$ cat config.mk
export PLATFORM = sky130hd
export DESIGN_NAME = touch_adc_responder
export DESIGN_NICKNAME = d
export VERILOG_FILES = /design/src/rtl/touch_adc_pkg.sv /design/src/rtl/touch_edge_sync.sv /design/src/rtl/touch_adc_responder.sv
export SDC_FILE = /design/constraint.sdc
export NUM_CORES = 1
export LEC_CHECK = 0
export CELL_PAD_IN_SITES_DETAIL_PLACEMENT = 1
export CELL_PAD_IN_SITES_GLOBAL_PLACEMENT = 2
export CORE_ASPECT_RATIO = 1.5
export CORE_MARGIN = 5
export CORE_UTILIZATION = 30
export DETAILED_ROUTE_END_ITERATION = 6
export PLACE_DENSITY = 0.88
export SLEW_MARGIN = 20
export SYNTH_ARGS = -nofsm -noshare
export SYNTH_HDL_FRONTEND = slang
export SYNTH_SLANG_ARGS = --single-unit
$ cat constraint.sdc
create_clock -name cclk -period 2.3 [get_ports cclk]
set_clock_uncertainty 0.05 [all_clocks]
set_input_delay 0.46 -clock cclk [delete_from_list [all_inputs] [get_ports cclk]]
set_output_delay 0.46 -clock cclk [all_outputs]
set_load 0.02 [all_outputs]
$ cat src/rtl/touch_adc_pkg.sv
// +-----------------------------------------------------------------------------
// | touch_adc_pkg : shared state encoding and command-field layout for the
// |                 resistive-touch ADC responder.
// | Revision      : 1.0
// +-----------------------------------------------------------------------------
`default_nettype none

package touch_adc_pkg;

    typedef enum logic [2:0] {
        IDLE      = 3'd0,
        HUNT      = 3'd1,
        CMD       = 3'd2,
        BUSY_WAIT = 3'd3,
        BUSY      = 3'd4,
        DATA      = 3'd5
    } state_t;

    localparam logic [2:0] CH_X  = 3'b101;
    localparam logic [2:0] CH_Y  = 3'b001;
    localparam logic [2:0] CH_Z1 = 3'b011;
    localparam logic [2:0] CH_Z2 = 3'b100;

    // Command byte layout, MSB first on the wire: S A2 A1 A0 MODE SER PD1 PD0
    localparam int CMD_ADDR_MSB = 6;
    localparam int CMD_ADDR_LSB = 4;
    localparam int CMD_MODE_BIT = 3;
    localparam int CMD_LEN      = 8;

endpackage

`default_nettype wire

$ cat src/rtl/touch_edge_sync.sv
// +-----------------------------------------------------------------------------
// | touch_edge_sync : multi-stage synchronizer with single-cycle rise/fall pulses.
// | Revision        : 1.0
// +-----------------------------------------------------------------------------
`default_nettype none

module touch_edge_sync #(
    parameter int SYNC_STAGES = 2
) (
    input  logic cclk,
    input  logic rstb,
    input  logic i_async,
    output logic o_sync,
    output logic o_rise,
    output logic o_fall
);

    logic [SYNC_STAGES-1:0] sync_q, sync_d;
    logic                   prev_q, prev_d;

    always_comb begin
        sync_d = {sync_q[SYNC_STAGES-2:0], i_async};
        prev_d = sync_q[SYNC_STAGES-1];
    end

    always_ff @(posedge cclk or negedge rstb) begin
        if (!rstb) begin
            sync_q <= '0;
            prev_q <= 1'b0;
        end else begin
            sync_q <= sync_d;
            prev_q <= prev_d;
        end
    end

    assign o_sync = sync_q[SYNC_STAGES-1];
    assign o_rise =  sync_q[SYNC_STAGES-1] & ~prev_q;
    assign o_fall = ~sync_q[SYNC_STAGES-1] &  prev_q;

endmodule

`default_nettype wire

$ cat src/rtl/touch_adc_responder.sv
// +-----------------------------------------------------------------------------
// | touch_adc_responder : ADS7843/TSC2046-style serial responder returning fabric
// |                       X/Y/Z1/Z2 values. Define TOUCH_PENIRQ_EN for pen IRQ.
// | Revision            : 1.0
// +-----------------------------------------------------------------------------
`default_nettype none

module touch_adc_responder
    import touch_adc_pkg::*;
#(
    parameter int                   DATA_BITS     = 12,
    parameter int                   SYNC_STAGES   = 2,
    parameter logic [DATA_BITS-1:0] PEN_THRESHOLD = 256
) (
    input  logic                 cclk,
    input  logic                 rstb,
    input  logic                 touch_clk,
    input  logic                 touch_csb,
    input  logic                 touch_data_in,
    output logic                 touch_data_out,
    output logic                 touch_busy,
    input  logic [DATA_BITS-1:0] pos_x,
    input  logic [DATA_BITS-1:0] pos_y,
    input  logic [DATA_BITS-1:0] pos_z1,
    input  logic [DATA_BITS-1:0] pos_z2,
    output logic                 cmd_valid,
    output logic [7:0]           last_cmd,
    output logic                 penirq_n
);

    localparam int CNT_W = $clog2(DATA_BITS + 1);

    logic                   dclk_rise, dclk_fall, unused_dclk_level;
    logic [SYNC_STAGES-1:0] csb_sync_q, csb_sync_d;
    logic [SYNC_STAGES-1:0] din_sync_q, din_sync_d;
    logic                   csb_s, din_s;

    state_t                 state_q, state_d;
    logic [CMD_LEN-2:0]     cmd_sr_q, cmd_sr_d;
    logic [2:0]             cnt_q, cnt_d;
    logic [DATA_BITS-1:0]   data_q, data_d;
    logic [CNT_W-1:0]       left_q, left_d;
    logic                   dout_q, dout_d;
    logic                   busy_q, busy_d;
    logic                   cmd_valid_q, cmd_valid_d;
    logic [7:0]             last_cmd_q, last_cmd_d;
    logic [CMD_LEN-1:0]     cmd_full;
    logic [DATA_BITS-1:0]   chan_word;

    touch_edge_sync #(.SYNC_STAGES(SYNC_STAGES)) u_dclk_sync (
        .cclk    (cclk),
        .rstb    (rstb),
        .i_async (touch_clk),
        .o_sync  (unused_dclk_level),
        .o_rise  (dclk_rise),
        .o_fall  (dclk_fall)
    );

    // csb resets high so the link looks deselected until it is really sampled
    always_comb begin
        csb_sync_d = {csb_sync_q[SYNC_STAGES-2:0], touch_csb};
        din_sync_d = {din_sync_q[SYNC_STAGES-2:0], touch_data_in};
    end

    always_ff @(posedge cclk or negedge rstb) begin
        if (!rstb) begin
            csb_sync_q <= '1;
            din_sync_q <= '0;
        end else begin
            csb_sync_q <= csb_sync_d;
            din_sync_q <= din_sync_d;
        end
    end

    assign csb_s    = csb_sync_q[SYNC_STAGES-1];
    assign din_s    = din_sync_q[SYNC_STAGES-1];
    assign cmd_full = {cmd_sr_q, din_s};

    always_comb begin
        chan_word = '0;
        case (cmd_full[CMD_ADDR_MSB:CMD_ADDR_LSB])
            CH_X:    chan_word = pos_x;
            CH_Y:    chan_word = pos_y;
            CH_Z1:   chan_word = pos_z1;
            CH_Z2:   chan_word = pos_z2;
            default: chan_word = '0;
        endcase
    end

    always_comb begin
        state_d     = state_q;
        cmd_sr_d    = cmd_sr_q;
        cnt_d       = cnt_q;
        data_d      = data_q;
        left_d      = left_q;
        dout_d      = dout_q;
        busy_d      = busy_q;
        cmd_valid_d = 1'b0;
        last_cmd_d  = last_cmd_q;

        // Deselect overrides any clock edge seen in the same cycle
        if (csb_s) begin
            state_d  = IDLE;
            cmd_sr_d = '0;
            cnt_d    = '0;
            left_d   = '0;
            dout_d   = 1'b0;
            busy_d   = 1'b0;
        end else begin
            unique case (state_q)
                IDLE: state_d = HUNT;
                HUNT: begin
                    if (dclk_rise && din_s) begin
                        cmd_sr_d = 7'h01;
                        cnt_d    = 3'd1;
                        state_d  = CMD;
                    end
                end
                CMD: begin
                    if (dclk_rise) begin
                        cmd_sr_d = cmd_full[CMD_LEN-2:0];
                        cnt_d    = cnt_q + 3'd1;
                        if (cnt_q == 3'd7) begin
                            last_cmd_d  = cmd_full;
                            cmd_valid_d = 1'b1;
                            data_d      = chan_word;
                            left_d      = cmd_full[CMD_MODE_BIT] ? CNT_W'(8) : CNT_W'(DATA_BITS);
                            state_d     = BUSY_WAIT;
                        end
                    end
                end
                BUSY_WAIT: begin
                    if (dclk_fall) begin
                        busy_d  = 1'b1;
                        state_d = BUSY;
                    end
                end
                BUSY: begin
                    if (dclk_fall) begin
                        busy_d  = 1'b0;
                        dout_d  = data_q[DATA_BITS-1];
                        data_d  = {data_q[DATA_BITS-2:0], 1'b0};
                        left_d  = left_q - CNT_W'(1);
                        state_d = DATA;
                    end
                end
                DATA: begin
                    if (dclk_fall) begin
                        if (left_q == '0) begin
                            dout_d  = 1'b0;
                            state_d = HUNT;
                        end else begin
                            dout_d = data_q[DATA_BITS-1];
                            data_d = {data_q[DATA_BITS-2:0], 1'b0};
                            left_d = left_q - CNT_W'(1);
                        end
                    end
                end
                default: state_d = IDLE;
            endcase
        end
    end

    always_ff @(posedge cclk or negedge rstb) begin
        if (!rstb) begin
            state_q     <= IDLE;
            cmd_sr_q    <= '0;
            cnt_q       <= '0;
            data_q      <= '0;
            left_q      <= '0;
            dout_q      <= 1'b0;
            busy_q      <= 1'b0;
            cmd_valid_q <= 1'b0;
            last_cmd_q  <= 8'h00;
        end else begin
            state_q     <= state_d;
            cmd_sr_q    <= cmd_sr_d;
            cnt_q       <= cnt_d;
            data_q      <= data_d;
            left_q      <= left_d;
            dout_q      <= dout_d;
            busy_q      <= busy_d;
            cmd_valid_q <= cmd_valid_d;
            last_cmd_q  <= last_cmd_d;
        end
    end

    assign touch_data_out = dout_q;
    assign touch_busy     = busy_q;
    assign cmd_valid      = cmd_valid_q;
    assign last_cmd       = last_cmd_q;

`ifdef TOUCH_PENIRQ_EN
    logic penirq_q, penirq_d;

    // Pen detect is masked while a conversion is in flight, as on the real part
    always_comb begin
        penirq_d = ~(pos_z1 >= PEN_THRESHOLD);
        if (state_q inside {BUSY_WAIT, BUSY, DATA}) begin
            penirq_d = 1'b1;
        end
    end

    always_ff @(posedge cclk or negedge rstb) begin
        if (!rstb) begin
            penirq_q <= 1'b1;
        end else begin
            penirq_q <= penirq_d;
        end
    end

    assign penirq_n = penirq_q;
`else
    logic unused_pen_cfg;
    assign unused_pen_cfg = ^PEN_THRESHOLD;
    assign penirq_n       = 1'b1;
`endif

endmodule

`default_nettype wire
==> metrics.csv <==
metric,value,unit
n_diodes,0,
"FFs w/ async S/R, synth",100.0,%
PD cells,536.3,nW/um^2
Setup crit start,state_q[1]$_DFFE_PN0P_,
"FF+latch count, synth",47,
Synth Area in Compound Gates,18.99,%
CORE AREA,8362,um^2
most frequent cell after synthesis,dfrtp_1,
clock power share,43.2,%
largest family of logic cells by synthesized area,compound AO/OA/AOI/OAI gates,
register area,1179,um^2
max incr delay on CP,0.56,ns
Adder-Cell Fraction of Synth Area,1.953,%
Max Fclk,488.6,MHz
"EDFF count, synth",0,
Port Buffers,63,
DIE HEIGHT,123.2,um
worst-path cell chain,or3b_4 > nor3_4 > mux2_2,
clk slew on worst S/H paths,0.06,ns
floorplan row count,41,
router iterations before antenna repair,4,
root buffer cell,clkbuf_16,
CP max-delay cell,dfrtp_1,
setup_tns,0,ns
relative slew slack,39.55,%
critical path endpoint category,flip-flop,
sequential power share,46.4,%
routed wire length,6915,um
hold_ws,0.1261,ns
Post-CTS Setup Inserts,0,
Max Slew Vio Count,0,
r2r startpoint,state_q[1]$_DFFE_PN0P_,
IO Count,65,
Area Growth Syn to Fin,36.77,%
sw frac,20.98,%
CP bufs+invs,0,
Nets,375,
synth top area cells,"dfrtp_1 44%, mux2_2 8.8%, a21oi_1 5.1%",
Die Area,10530,um^2
clk buf depth,2,
warning count from the yosys run,0,
Final min period,2.047,ns
Tightest Pin Transition,0.9049,ns
"reg-to-reg slack, setup",0.25,ns
number of DRC markers in iteration 0,91,
Cells after Synth,254,
post-synthesis sequential area ratio,46.00,%
clock sinks,47,
routed via count,2175,
vias per inst,5.106,
CP arrival,2.17,ns
RSZ-0062 raised after global routing,no,
worst skew pair latency,0.29,ns
max-cap viol count,0,
post-route ant nets,0,
Num CTS Buffers,5,
largest net degree at the start of global routing,27,
xor and xnor fraction of the mapped netlist area,0,%
Max H-tree Level,2,
ratio of final minimum period to clock period,88.98,%
combinational power share,10.4,%
share of layout cells above drive strength 1,15.67,%
dpl hpwl,5435,um
Post-CTS Hold Fix Bufs,0,
synth unique cells,46,
Top delay family on crit path,simple AND/OR/NAND/NOR gates,
WS Path Type,reg2reg,
syn avg cell area,10.09,um^2
grt total ovfl,0,
outcome,finished clean,
share of the synthesized area in the top cell type,43.95,%
global-route wire length before repair,11750,um
simple-gate portion of the synthesized area,15.33,%
Post-CTS Resized,0,
# setup viols final,0,
Main synth FF type,dfrtp_1,
Filler Cell Count,946,
Final GP Congestion,0.7390,
CTS tree,yes,
Worst EP required,2.43,ns
most frequent cells after synthesis,"45 x dfrtp_1, 26 x a21oi_1, 22 x nand2_1",
startpoint types,flip-flop,
Multi-input gate area,1249,um^2
GRT Util Overall,14.29,%
peak supply drop,0.3164,mV
DRC Markers,0,
Synth area leader,dfrtp_1,
"Max FO, Critical Path",14,
Starting Density,30.64,%
Routed wire per std cell,16.23,um
Post-Syn Nets,311,
Die Wd,85.46,um
mux cell area share after synthesis,12.30,%
P_int,1.485,mW
vias in the first global route,2375,
"Cell Area, Synth",2562,um^2
Static Leak,1.400,nW
initial antenna violation count,0,
P_sw,394.4,uW
Final Hold Viols,0,
HP Class,in2async,
-- through the flow --
step           std cells  area, um^2  power (mW)  util (%)  setup slack, ns
4_1_cts              426        3505       1.906     41.91           0.2321
6_report             426        3505       1.880     41.91           0.2534
3_3_place_gp         418        3342       1.082     39.97           0.2839
5_1_grt              426        3505       1.961     41.91          0.08752
3_5_place_dp         418        3342       1.086     39.97           0.2417
2_1_floorplan        254        2562      0.9532         -           0.4087
-- registers in the layout (all words and copies together) (netlist names), 2 cells and up --
| signal | cells |
|---|---|
| cmd_sr_q | 7 |
| left_q | 4 |
| csb_sync_q | 2 |
| u_dclk_sync.sync_q | 2 |
| state_q | 3 |
| last_cmd | 8 |
| din_sync_q | 2 |
| cnt_q | 3 |
| data_q | 12 |
-- per-layer routing --
layer	track usage [%]	vias up	wire (um)	part of all wire, %
li1	-	1040	-	-
met1	16.21	1064	2760	40
met2	25.68	63	3620	52
met3	3.733	8	412	6.0
met4	5.050	0	122	1.8
met5	0	-	0	0
-- cell type report --
cell class              count  area share [%]
flip-flops and latches     47           33.63
repair buffers             76           20.99
well taps                 107           3.820
clock buffers               7           3.784
clock inverters             1          0.8568
inverters                  12           1.285
multi-input cells         176           35.63
-- layout by cell type, fill, tap and decap left out, drive strengths merged, types with 2 or more instances in the layout --
master         count
nor2b              5
buf               14
nand2             22
nor3               7
o22a              11
mux2i              9
nand2b             4
a31oi              5
inv               12
a21oi             26
clkdlybuf4s50     62
a211oi             2
ha                 4
nand3b             3
mux2              20
clkbuf             7
nor2               8
dfrtp             45
o21a               2
dfstp              2
a22oi             12
nand3             12
o21ai              5
nor3b              2
-- worst register-to-register path: stages, from the launching register on --
cell     delay (ns)
dfrtp_1        0.56
or3b_4         0.48
nor3_4         0.45
mux2_2         0.39
-- power by group through the flow --
stage	registers, mW	clock network (mW)	logic (mW)
finish	0.872	0.813	0.195
global route	0.874	0.872	0.214
CTS	0.872	0.834	0.199
detailed placement	0.887	0	0.198
global placement	0.887	0	0.195
floorplan	0.875	0	0.0787
-- path summary, 6_finish.rpt --
check,to,cells past startpoint
min in group cclk,csb_sync_q[1]$_DFF_PN1_,0
worst min register to register,csb_sync_q[1]$_DFF_PN1_,0
worst min-delay path,last_cmd[1]$_DFFE_PN0P_,1
worst max-delay path,last_cmd[7]$_DFFE_PN0P_,3
worst max register to register,last_cmd[7]$_DFFE_PN0P_,3
max in group asynchronous,csb_sync_q[0]$_DFF_PN1_,2
-- cells by family after synthesis --
family,count (synthesis)
AOI/OAI and AO/OA,70
adders and majority gates,4
and+or+nand+nor,72
buffers and inverters,31
muxes,29
other,1
DFF,47
No activity file was read; power rests on OpenSTA's default activity.
